--- config.mk ---
export PLATFORM = sky130hd
export DESIGN_NAME = spi_reg_bridge_flat
export DESIGN_NICKNAME = d
export VERILOG_FILES = /design/src/rtl/spi_reg_bridge_if.sv /design/src/rtl/spi_reg_bridge.sv /design/src/flat_wrapper.sv
export SDC_FILE = /design/constraint.sdc
export NUM_CORES = 1
export LEC_CHECK = 0
export ABC_AREA = 1
export BUFFER_PORTS_ARGS = -buffer_cell sky130_fd_sc_hd__buf_2
export CORE_MARGIN = 2
export CORE_UTILIZATION = 39
export CTS_BUF_LIST = sky130_fd_sc_hd__clkbuf_2
export DETAILED_ROUTE_END_ITERATION = 12
export SKIP_CTS_REPAIR_TIMING = 1
export SYNTH_ARGS = -nofsm -noshare
export SYNTH_HDL_FRONTEND = slang
export SYNTH_SLANG_ARGS = --single-unit
export TNS_END_PERCENT = 50
--- constraint.sdc ---
create_clock -name clk -period 1.6 [get_ports clk]
set_clock_uncertainty 0.2 [all_clocks]
set_input_delay 0.16 -clock clk [delete_from_list [all_inputs] [get_ports clk]]
set_output_delay 0.16 -clock clk [all_outputs]
set_load 0.02 [all_outputs]
--- src/rtl/spi_reg_bridge_if.sv ---
// Bus bundle for spi_reg_bridge: the SPI pins on one side, the single-cycle
// register-bus strobe on the other.
//
// Handshake: the register bus has no ready. reg_en is a one-clk strobe that
// the register file must always accept. While reg_en=1, reg_addr and reg_wr are
// valid, and on writes reg_be and reg_d are valid too. For a read, reg_q must
// hold the addressed register on the clk after the strobe.
//
// The slave modport is the bridge. The master modport is the SPI host together
// with the register file.
interface spi_reg_bridge_if #(
  parameter int ADDR_WIDTH = 7
);
  logic                  spi_ss_n;
  logic                  spi_sclk;
  logic                  spi_mosi;
  logic                  spi_miso;
  logic [ADDR_WIDTH-1:0] reg_addr;
  logic                  reg_en;
  logic                  reg_wr;
  logic [1:0]            reg_be;
  logic [15:0]           reg_d;
  logic [15:0]           reg_q;

  modport slave (
    input  spi_ss_n, spi_sclk, spi_mosi, reg_q,
    output spi_miso, reg_addr, reg_en, reg_wr, reg_be, reg_d
  );

  modport master (
    output spi_ss_n, spi_sclk, spi_mosi, reg_q,
    input  spi_miso, reg_addr, reg_en, reg_wr, reg_be, reg_d
  );
endinterface

--- src/rtl/spi_reg_bridge.sv ---
// spi_reg_bridge: SPI mode-0 slave that turns host frames into 16-bit
// register-bus accesses. The SPI pins are oversampled on clk.
// Frame layout: a command byte {rw, addr}, then data bytes sent low byte first.
// Optional feature: define SPI_REG_BRIDGE_AUTOINC_EN to step reg_addr after
// every write strobe and before every read fetch except the first one.
// dbg_state exposes the FSM state.
module spi_reg_bridge #(
  parameter int ADDR_WIDTH  = 7,
  parameter int SYNC_STAGES = 2
) (
  input  logic             clk,
  input  logic             reset,
  spi_reg_bridge_if.slave  bus,
  output logic [2:0]       dbg_state
);
  typedef enum logic [2:0] {IDLE, CMD, WR_LO, WR_HI, RD_FETCH, RD_LO, RD_HI} state_e;

`ifdef SPI_REG_BRIDGE_AUTOINC_EN
  localparam logic [ADDR_WIDTH-1:0] ADDR_ONE = 1;
`endif

  logic [SYNC_STAGES-1:0] ss_sync_q, ss_sync_d;
  logic [SYNC_STAGES-1:0] sclk_sync_q, sclk_sync_d;
  logic [SYNC_STAGES-1:0] mosi_sync_q, mosi_sync_d;
  logic                   ss_prev_q, sclk_prev_q;
  state_e                 state_q, state_d;
  logic [2:0]             bit_cnt_q, bit_cnt_d;
  logic [6:0]             rx_q, rx_d;
  logic [15:0]            tx_q, tx_d;
  logic [ADDR_WIDTH-1:0]  addr_q, addr_d;
  logic                   reg_en_q, reg_en_d;
  logic                   reg_wr_q, reg_wr_d;
  logic [1:0]             reg_be_q, reg_be_d;
  logic [15:0]            reg_d_q, reg_d_d;

  logic       ss_cur, sclk_cur, mosi_cur;
  logic       ss_fall, ss_rise, sclk_rise, sclk_fall;
  logic [7:0] byte_in;
  logic       byte_done;

  // Shift each SPI pin into its synchronizer chain; the MSB is the synced value.
  always_comb begin
    ss_sync_d   = {ss_sync_q[SYNC_STAGES-2:0], bus.spi_ss_n};
    sclk_sync_d = {sclk_sync_q[SYNC_STAGES-2:0], bus.spi_sclk};
    mosi_sync_d = {mosi_sync_q[SYNC_STAGES-2:0], bus.spi_mosi};
  end

  assign ss_cur    = ss_sync_q[SYNC_STAGES-1];
  assign sclk_cur  = sclk_sync_q[SYNC_STAGES-1];
  assign mosi_cur  = mosi_sync_q[SYNC_STAGES-1];
  assign ss_fall   = ss_prev_q & ~ss_cur;
  assign ss_rise   = ~ss_prev_q & ss_cur;
  assign sclk_rise = sclk_cur & ~sclk_prev_q;
  assign sclk_fall = ~sclk_cur & sclk_prev_q;
  assign byte_in   = {rx_q, mosi_cur};
  assign byte_done = sclk_rise && (bit_cnt_q == 3'd7) && (state_q != IDLE);

  // FSM next state, serial shifting and register-bus strobe generation.
  always_comb begin
    state_d   = state_q;
    bit_cnt_d = bit_cnt_q;
    rx_d      = rx_q;
    tx_d      = tx_q;
    addr_d    = addr_q;
    reg_en_d  = 1'b0;
    reg_wr_d  = 1'b0;
    reg_be_d  = 2'b00;
    reg_d_d   = reg_d_q;

`ifdef SPI_REG_BRIDGE_AUTOINC_EN
    // Step the address on the clk after a write strobe.
    if (reg_en_q && reg_wr_q) addr_d = addr_q + ADDR_ONE;
`endif

    if (state_q != IDLE && sclk_rise) begin
      rx_d      = byte_in[6:0];
      bit_cnt_d = bit_cnt_q + 3'd1;
    end

    // The word's first bit is already on MISO right after the capture. So the
    // falling edge that closes the previous byte must not shift it away.
    if (sclk_fall && (state_q == RD_HI || (state_q == RD_LO && bit_cnt_q != 3'd0))) begin
      tx_d = {tx_q[14:0], 1'b0};
    end

    case (state_q)
      IDLE: begin
        bit_cnt_d = 3'd0;
        tx_d      = '0;
        if (ss_fall) state_d = CMD;
      end
      CMD: begin
        if (byte_done) begin
          addr_d = byte_in[ADDR_WIDTH-1:0];
          if (byte_in[7]) begin
            state_d  = RD_FETCH;
            reg_en_d = 1'b1;
          end else begin
            state_d = WR_LO;
          end
        end
      end
      WR_LO: begin
        if (byte_done) begin
          reg_d_d[7:0] = byte_in;
          state_d      = WR_HI;
        end
      end
      WR_HI: begin
        if (byte_done) begin
          reg_d_d[15:8] = byte_in;
          reg_en_d      = 1'b1;
          reg_wr_d      = 1'b1;
          reg_be_d      = 2'b11;
          state_d       = WR_LO;
        end
      end
      RD_FETCH: begin
        // First cycle: strobe on the bus. Second cycle: reg_q is valid.
        if (!reg_en_q) begin
          tx_d    = {reg_q_lo_first(bus.reg_q)};
          state_d = RD_LO;
        end
      end
      RD_LO: begin
        if (byte_done) state_d = RD_HI;
      end
      RD_HI: begin
        if (byte_done) begin
          reg_en_d = 1'b1;
          state_d  = RD_FETCH;
`ifdef SPI_REG_BRIDGE_AUTOINC_EN
          addr_d   = addr_q + ADDR_ONE;
`endif
        end
      end
      default: state_d = IDLE;
    endcase

    // End of frame: drop any partial byte. A completed low byte with no
    // high-byte bits becomes a low-byte-only write.
    if (state_q != IDLE && ss_rise) begin
      state_d   = IDLE;
      bit_cnt_d = 3'd0;
      tx_d      = '0;
      reg_en_d  = 1'b0;
      reg_wr_d  = 1'b0;
      reg_be_d  = 2'b00;
      if (state_q == WR_HI && bit_cnt_q == 3'd0) begin
        reg_en_d = 1'b1;
        reg_wr_d = 1'b1;
        reg_be_d = 2'b01;
      end
    end
  end

  // Put the low byte first so that MSB-first shifting sends q[7:0] before q[15:8].
  function automatic logic [15:0] reg_q_lo_first(input logic [15:0] q);
    return {q[7:0], q[15:8]};
  endfunction

  // State, shift and output registers. Synchronous reset.
  // The ss_n chain resets low, so the frame that reset interrupted cannot restart.
  always_ff @(posedge clk) begin
    if (reset) begin
      ss_sync_q   <= '0;
      sclk_sync_q <= '0;
      mosi_sync_q <= '0;
      ss_prev_q   <= 1'b0;
      sclk_prev_q <= 1'b0;
      state_q     <= IDLE;
      bit_cnt_q   <= 3'd0;
      rx_q        <= '0;
      tx_q        <= '0;
      addr_q      <= '0;
      reg_en_q    <= 1'b0;
      reg_wr_q    <= 1'b0;
      reg_be_q    <= 2'b00;
      reg_d_q     <= '0;
    end else begin
      ss_sync_q   <= ss_sync_d;
      sclk_sync_q <= sclk_sync_d;
      mosi_sync_q <= mosi_sync_d;
      ss_prev_q   <= ss_cur;
      sclk_prev_q <= sclk_cur;
      state_q     <= state_d;
      bit_cnt_q   <= bit_cnt_d;
      rx_q        <= rx_d;
      tx_q        <= tx_d;
      addr_q      <= addr_d;
      reg_en_q    <= reg_en_d;
      reg_wr_q    <= reg_wr_d;
      reg_be_q    <= reg_be_d;
      reg_d_q     <= reg_d_d;
    end
  end

  assign bus.spi_miso = tx_q[15];
  assign bus.reg_addr = addr_q;
  assign bus.reg_en   = reg_en_q;
  assign bus.reg_wr   = reg_wr_q;
  assign bus.reg_be   = reg_be_q;
  assign bus.reg_d    = reg_d_q;
  assign dbg_state    = state_q;
endmodule

--- src/flat_wrapper.sv ---
// flat-port wrapper written by rule: the top's interface ports become plain ports
module spi_reg_bridge_flat 
#(
  parameter int ADDR_WIDTH  = 7,
  parameter int SYNC_STAGES = 2
)
  (clk, reset, dbg_state, bus_spi_ss_n, bus_spi_sclk, bus_spi_mosi, bus_reg_q, bus_spi_miso, bus_reg_addr, bus_reg_en, bus_reg_wr, bus_reg_be, bus_reg_d);
  spi_reg_bridge_if #(.ADDR_WIDTH(ADDR_WIDTH)) bus_i ();
  input  logic clk;
  input  logic reset;
  output logic [2:0] dbg_state;
  input wire logic [$bits(bus_i.spi_ss_n)-1:0] bus_spi_ss_n;
  input wire logic [$bits(bus_i.spi_sclk)-1:0] bus_spi_sclk;
  input wire logic [$bits(bus_i.spi_mosi)-1:0] bus_spi_mosi;
  input wire logic [$bits(bus_i.reg_q)-1:0] bus_reg_q;
  output wire logic [$bits(bus_i.spi_miso)-1:0] bus_spi_miso;
  output wire logic [$bits(bus_i.reg_addr)-1:0] bus_reg_addr;
  output wire logic [$bits(bus_i.reg_en)-1:0] bus_reg_en;
  output wire logic [$bits(bus_i.reg_wr)-1:0] bus_reg_wr;
  output wire logic [$bits(bus_i.reg_be)-1:0] bus_reg_be;
  output wire logic [$bits(bus_i.reg_d)-1:0] bus_reg_d;
  assign bus_i.spi_ss_n = bus_spi_ss_n;
  assign bus_i.spi_sclk = bus_spi_sclk;
  assign bus_i.spi_mosi = bus_spi_mosi;
  assign bus_i.reg_q = bus_reg_q;
  assign bus_spi_miso = bus_i.spi_miso;
  assign bus_reg_addr = bus_i.reg_addr;
  assign bus_reg_en = bus_i.reg_en;
  assign bus_reg_wr = bus_i.reg_wr;
  assign bus_reg_be = bus_i.reg_be;
  assign bus_reg_d = bus_i.reg_d;
  spi_reg_bridge #(.ADDR_WIDTH(ADDR_WIDTH), .SYNC_STAGES(SYNC_STAGES)) u_core (.clk(clk), .reset(reset), .bus(bus_i), .dbg_state(dbg_state));
endmodule
Yosys cells after proc, flatten, opt, wreduce, memory -nomap -nowiden
Cells that the tools add are included.
{"block": "totals", "regBits": 64, "latchBits": 0, "ramBits": 0, "mem_bits_ro": 0, "in_bits": 21, "wordCells": 81, "mem_count": 0}
{"block": "op_classes", "add_sub_neg": 1, "mul": 0, "n_div": 0, "n_lt_le_gt_ge": 0, "eq_ne": 14, "shift": 0, "mux": 24, "bitwise": 8, "reduce_logical": 19}
{"op": "two-way mux 16 bit", "n": 2}
{"op": "case mux 16 bit (2 select lines)", "n": 1}
{"op": "two-way mux 3 bit", "n": 8}
{"op": "case mux 3 bit (7 select lines)", "n": 1}
{"op": "equality test 3 bit (second input constant)", "n": 4}
{"op": "inequality test 2 x 1 -> 1 bit (second input constant)", "n": 6}
{"op": "two-way mux 1 bit", "n": 8}
{"op": "logical AND 1 bit", "n": 7}
{"op": "AND reduction 7 bit", "n": 1}
{"op": "equality test 3 x 2 -> 1 bit (second input constant)", "n": 2}
{"op": "logical NOT 3 bit", "n": 2}
{"op": "two-way mux 2 bit", "n": 3}
{"op": "AND reduction 2 bit", "n": 3}
{"op": "nonzero test 3 bit", "n": 2}
{"op": "AND 1 bit", "n": 4}
{"op": "NOT 1 bit", "n": 4}
{"op": "OR reduction 2 bit", "n": 2}
{"op": "adder 3 x 1 -> 3 bit (second input constant)", "n": 1}
{"op": "equality test 3 x 1 -> 1 bit (second input constant)", "n": 1}
{"op": "OR reduction 3 bit", "n": 1}
{"op": "inequality test 2 bit (second input constant)", "n": 1}
{"op": "case mux 1 bit (2 select lines)", "n": 1}
{"op": "logical OR 1 bit", "n": 1}

Depth between registers and ports, before layout
Gate-level depths: netlist of the first run.
{"block": "logic_depth", "ltp_word": 7, "depth_mapped": 10}

Least setup slack after synthesis of the first run
OpenSTA, ideal clock, no wires.
{"block": "synth_path", "kind": "register to register", "start": "register u_core.state_q[1], in the netlist u_core.dbg_state[1]", "end": "register u_core.reg_d_q[0], in the netlist u_core.bus.reg_d[0]", "setup_ns": 0.116, "arrival_time_ns": 1.373, "path_slack_ns": -0.089, "stages_incl_launch_ff": 9, "n_path_buf": 1, "period_less_slack_ns": 1.689, "cell_sequence": "dfxtp_1 buf_4 nor2_4 nand2_2 nand3_2 nor2_2 inv_1 nor2_1 nor2_1"}
{"block": "synth_via", "elab_chain_cells": 3, "word_cells_on_any_way": 4, "classes_between": "1 x eq/ne; 3 x reduce/logical"}
{"element": "start: declaration", "line_no": "spi_reg_bridge.sv:26", "text": "state_e state_q, state_d;"}
{"element": "start signal: assignment", "line_no": "spi_reg_bridge.sv:186", "text": "state_q <= state_d;"}
{"element": "nonzero test 3 bit", "line_no": "spi_reg_bridge.sv:56", "text": "assign byte_done = sclk_rise && (bit_cnt_q == 3'd7) && (state_q != IDLE);"}
{"element": "logical AND 1 bit", "line_no": "spi_reg_bridge.sv:56"}
{"element": "AND reduction 2 bit (no line) (*)"}
{"element": "end signal: assignment", "line_no": "spi_reg_bridge.sv:194", "text": "reg_d_q <= reg_d_d;"}
{"element": "end: declaration", "line_no": "spi_reg_bridge.sv:34", "text": "logic [15:0] reg_d_q, reg_d_d;"}
Every way passes the cells marked *; elsewhere a longest branch is shown, timed or not.
A chain may end at the register's enable or synchronous reset.

Worst setup path after layout of the first run
{"block": "layout_path", "start": "register u_core.state_q[1], in the netlist u_core.dbg_state[1]", "end": "register u_core.tx_q[13]"}
{"block": "layout_via", "elab_chain_cells": 7, "word_cells_on_any_way": 13, "classes_between": "3 x eq/ne; 3 x mux; 7 x reduce/logical"}
{"element": "equality test 3 bit", "line_no": "spi_reg_bridge.sv:82", "text": "if (sclk_fall && (state_q == RD_HI || (state_q == RD_LO && bit_cnt_q != 3'd0))) begin"}
{"element": "logical AND 1 bit", "line_no": "spi_reg_bridge.sv:82"}
{"element": "logical OR 1 bit", "line_no": "spi_reg_bridge.sv:82"}
{"element": "logical AND 1 bit", "line_no": "spi_reg_bridge.sv:82"}
{"element": "two-way mux 16 bit", "line_no": "spi_reg_bridge.sv:82"}
{"element": "two-way mux 16 bit", "line_no": "spi_reg_bridge.sv:120", "text": "if (!reg_en_q) begin"}
{"element": "case mux 16 bit (2 select lines)", "line_no": "spi_reg_bridge.sv:86", "text": "case (state_q)"}
{"element": "end signal: assignment", "line_no": "spi_reg_bridge.sv:189", "text": "tx_q <= tx_d;"}
{"element": "end: declaration", "line_no": "spi_reg_bridge.sv:29", "text": "logic [15:0] tx_q, tx_d;"}
Several ways; a longest one is shown, not always the timed one.

==> results.cfg, run 1 <==
[logic_synthesis]
syn_nets = 386
synth_cell_types = 22
synth_mux_area_frac = 0
synthAdderAreaFrac = 0.01408
synth_top_family_by_area = simple AND/OR/NAND/NOR gates
synth_seq_cells = 63
synth_xor_area_frac = 0
synth_warnings = 0
synth_simple_gate_area_share = 0.3111
avgSynthCellArea_um2 = 7.365
ys_seq_area_frac = 0.4730
syn_inst = 362
syn_area_um2 = 2666
synth-compound-area-share = 0.1136

[worst_setup_path]
crit_slowest_cell = dfxtp_4
cp.arrival_ps = 1800
crit_chain = buf_4 > nor2_4 > nand3_4 > nand2_8 > buf_12 > nand3_1 > nand3_1 > a21oi_2
cp.required_ps = 1770
r2r_setup_slack_ps = -30
endpoint_kind = register
cp_common_cell = nand3_1
slowest_delay_ps = 420
crit_path_start_kind = register
crit_fanout = 7
critPathKind = reg2reg

[route]
wl_met3_um = 260
met1_length_um = 3261
route.detailed.drc = 0
num_vias = 2685
drtAntennaViolNets = 0
avgViaCountPerCell = 4.918
wl_per_cell_um = 13.21
routed.top_layer = met4
drtPass1Iterations = 4
wl_met2_um = 3571
drt_iter0_drc = 77
wl_um = 7214

[global_route]
grt_antenna_before_repair = 0
overflow = 0
grt_max_degree = 21
grt_pass1_wl_um = 10180
grt_usage = 0.1715
grt_pass1_vias = 2255

[cells_and_area]
final_cell_mix = nand2_1 (61), dfxtp_1 (57), buf_2 (50)
area_delta_synth_final_pct = 48.57
drive_gt1_frac = 0.3541
final_common_cell = nand2_1
nets = 485
final_area_um2 = 3961
diodes = 0
fin_cells = 546
postLayoutCoreUtil = 0.5896

[sta]
whs_ps = 206.3
setup_viol = 3
final.period_utilization = 1.019
setup_slack_ps = -30.67
max_freq_mhz = 613.2
finalHoldViolations = 0
min_period_ps = 1631
setup-tns-final_ps = -46.49
worstMarginPinSlew_ps = 389.1
rsz0062_at_grt = true
maxSlewHeadroom = 0.7403
drv_slew = 0

[floorplanning]
io_pins = 52
fp.dieArea_um2 = 7514
coreArea_um2 = 6719
die_width_um = 86.69
die_y_um = 86.69
num_rows = 30
start_util = 0.3968

[clock_network]
clkSinkCount = 63
numCtsBuffers = 9
clk_path_buf_depth = 2
clockRootBuffer = clkbuf_2
clk_pin_slew_ps = 200
clock_latency_ps = 480
cts_max_level = 3
cts_tree = built

[power]
ir_drop_uv = 500.3
p_leak_nw = 1.663
power_density_nw_per_um2 = 895.1
power_mw = 3.546

[placement]
io_buffers = 51
place_area_um2 = 3143
placed_cells_incl_taps = 493
post-place-ws_ps = -50.63
dp_hpwl_um = 4272
gp_congestion = 0.8117

[run_status]
violations = negative setup slack
status = finished, violations left

[min_path]
hold_path_class = reg2reg

[flow_run]
drv_cap = 0
==> layer usage <==
metal	vias to the layer above	global-route usage
met5	-	0
met4	0	0.08523
met2	66	0.2657
li1	1367	-
met1	1239	0.2258
met3	13	0.03714
==> cell type report <==
cell class,instances,area (um^2)
Clock inverter,6,108.9
Multi-Input combinational cell,246,1420
Clock buffer,10,50.05
Inverter,38,157.7
Timing Repair Buffer,103,843.3
Sequential cell,63,1281
Tap cell,80,100.1
Fill cell,646,2758
==> Yosys cell counts <==
master    number  share of area
inv_1         32          0.045
nand3_2        2         0.0075
clkbuf_1       7         0.0099
buf_6          1         0.0042
buf_2          5         0.0094
o21ai_0       18          0.034
clkinv_1       1         0.0014
o21ai_1        2         0.0038
nor3_4         2          0.012
nand2_4        2         0.0084
buf_4          4          0.011
nor2_4         2         0.0084
ha_1           3          0.014
o211ai_1       1         0.0028
nand2_2        3         0.0070
inv_2          5         0.0070
a21oi_1       39          0.073
nand3_1       54           0.10
nor2_1        43          0.061
nor2_2         3         0.0070
nand2_1       70          0.099
dfxtp_1       63           0.47
==> kinds of logic (layout without fill, tap and decap cells) <==
| family | Yosys count | in the layout |
|---|---|---|
| simple gates | 181 | 183 |
| buf+inv | 55 | 157 |
| fa+ha+maj | 3 | 3 |
| flops | 63 | 63 |
| compound gates | 60 | 60 |
==> final timing paths <==
path                               startpoint                          endpoint  cells after the start
max          u_core.dbg_state[1]$_SDFFE_PP0P_        u_core.tx_q[13]$_SDFF_PP0_                      8
min          u_core.mosi_sync_q[0]$_SDFF_PP0_  u_core.mosi_sync_q[1]$_SDFF_PP0_                      2
max reg2reg  u_core.dbg_state[1]$_SDFFE_PP0P_        u_core.tx_q[13]$_SDFF_PP0_                      8
min reg2reg  u_core.mosi_sync_q[0]$_SDFF_PP0_  u_core.mosi_sync_q[1]$_SDFF_PP0_                      2
==> state kept, by name (all words and copies together) (netlist names) <==
| register | cells |
|---|---|
| u_core.bus.reg_d | 16 |
| u_core.tx_q | 16 |
| u_core.bus.reg_addr | 7 |
| u_core.rx_q | 7 |
| u_core.bit_cnt_q | 3 |
| u_core.dbg_state | 3 |
| u_core.bus.reg_be | 2 |
| u_core.mosi_sync_q | 2 |
| u_core.sclk_sync_q | 2 |
| u_core.ss_sync_q | 2 |
| u_core.bus.reg_en | 1 |
| u_core.sclk_prev_q | 1 |
| u_core.ss_prev_q | 1 |
==> worst max-delay path, delay by kind of cell (launching register included) <==
kind            cells  cell delay [ps]
compound gates      1               60
simple gates        5              550
buf+inv             2              280
flops               1              420
==> power breakdown <==
group	internal, mW	switching (mW)
sequential	1.60	0.0408
combinational	0.295	0.356
clock	0.675	0.582
total	2.57	0.978
(Power assumes the default switching activity.)
==> run 2: changes to the inputs <==
- PLACE_DENSITY_LB_ADDON: not set -> 0.05
- SLEW_MARGIN: not set -> 20
==> results.cfg, run 2 (synthesized netlist as in run 1, its figures left out) <==
[run_status]
status = finished, violations left
violations = negative setup slack

[sta]
finalHoldViolations = 0
final.period_utilization = 1.018
worstMarginPinSlew_ps = 415.0
maxSlewHeadroom = 0.7230
max_freq_mhz = 614.0
setup_slack_ps = -28.63
rsz0062_at_grt = true
drv_slew = 0
setup_viol = 1
min_period_ps = 1629

[route]
drtPass1Iterations = 4
route.detailed.drc = 0
wl_um = 6846
wl_per_cell_um = 12.82
drt_iter0_drc = 109
avgViaCountPerCell = 4.820
num_vias = 2574
drtAntennaViolNets = 0

[placement]
placed_cells_incl_taps = 489
io_buffers = 51
dp_hpwl_um = 4283
gp_congestion = 0.7403
place_area_um2 = 3075

[cells_and_area]
multiInputGateArea_um2 = 1403
final_common_cell = nand2_1
postLayoutCoreUtil = 0.5613
final_cell_mix = nand2_1 (64), dfxtp_1 (58), buf_2 (51)
fin_cells = 534
diodes = 0
area_delta_synth_final_pct = 41.44
fillers = 653
register_area_um2 = 1280
drive_gt1_frac = 0.3238
nets = 473
final_area_um2 = 3771

[power]
ir_drop_uv = 584.6
p_leak_nw = 1.586
power_density_nw_per_um2 = 880.7
power_mw = 3.321

[worst_setup_path]
crit_path_start_kind = register
cp.required_ps = 1810
endpoint_kind = register
critPathKind = reg2reg
cp.arrival_ps = 1840
crit_fanout = 3

[clock_network]
clockRootBuffer = clkbuf_2
cts_max_level = 3
clock_latency_ps = 480
numCtsBuffers = 9
clkSinkCount = 63
clk_pin_slew_ps = 190
clk_path_buf_depth = 2
cts_tree = built

[floorplanning]
num_rows = 30
die_width_um = 86.69
coreArea_um2 = 6719
die_y_um = 86.69
fp.dieArea_um2 = 7514
start_util = 0.3968
io_pins = 52

[global_route]
overflow = 0
grt_pass1_wl_um = 10410
grt_antenna_before_repair = 0
grt_pass1_vias = 2243
grt_max_degree = 21
grt_usage = 0.1753

[min_path]
hold_path_class = reg2reg

[flow_run]
drv_cap = 0
run 2: cell type report:
| type | instances | area share |
|---|---|---|
| clock buffers | 9 | 0.01194 |
| clock inverters | 7 | 0.02754 |
| inverters | 38 | 0.04147 |
| multi-input cells | 245 | 0.3719 |
| flip-flops and latches | 63 | 0.3394 |
| well taps | 80 | 0.02654 |
| repair buffers | 92 | 0.1812 |
run 2: path summary, 6_finish.rpt:
kind                                    start                                to  slack [ps]  cells after the start
max          u_core.bit_cnt_q[1]$_SDFFE_PP0P_  u_core.dbg_state[1]$_SDFFE_PP0P_         -30                      8
min          u_core.sclk_sync_q[0]$_SDFF_PP0_  u_core.sclk_sync_q[1]$_SDFF_PP0_         220                      2
max reg2reg  u_core.bit_cnt_q[1]$_SDFFE_PP0P_  u_core.dbg_state[1]$_SDFFE_PP0P_         -30                      8
min reg2reg  u_core.sclk_sync_q[0]$_SDFF_PP0_  u_core.sclk_sync_q[1]$_SDFF_PP0_         220                      2
run 2: power by group:
group	switching [mW]	total (mW)	internal (mW)
Sequential	0.0429	1.64	1.60
Clock	0.649	1.19	0.540
Combinational	0.306	0.490	0.184
Total	0.998	3.32	2.32
run 2: critical path, stage by stage (launching register included):
cell and delay (ps):
dfxtp_4 400, ha_4 170, ha_4 160, nand3_4 100, buf_4 140, nand2_1 50
nand3_1 80, nand2_1 80, a21oi_1 170
run 2: through the flow:
stage	setup slack [ps]	setup TNS, ps	hold WS [ps]
after floorplan	12.58	0	66.97
after global placement	-37.87	-288.0	159.9
after detailed placement	-82.85	-1131	164.6
after CTS	-84.51	-1572	-386.3
after global routing	-130.1	-827.8	213.4
final	-28.63	-28.63	222.6
run 2: routing by layer:
| layer | vias to the layer above | part of all wire | track usage |
|---|---|---|---|
| li1 | 1351 | - | - |
| met1 | 1172 | 0.46 | 0.2249 |
| met2 | 47 | 0.50 | 0.2853 |
| met3 | 4 | 0.032 | 0.03619 |
| met4 | 0 | 0.0086 | 0.07528 |
| met5 | - | 0 | 0 |
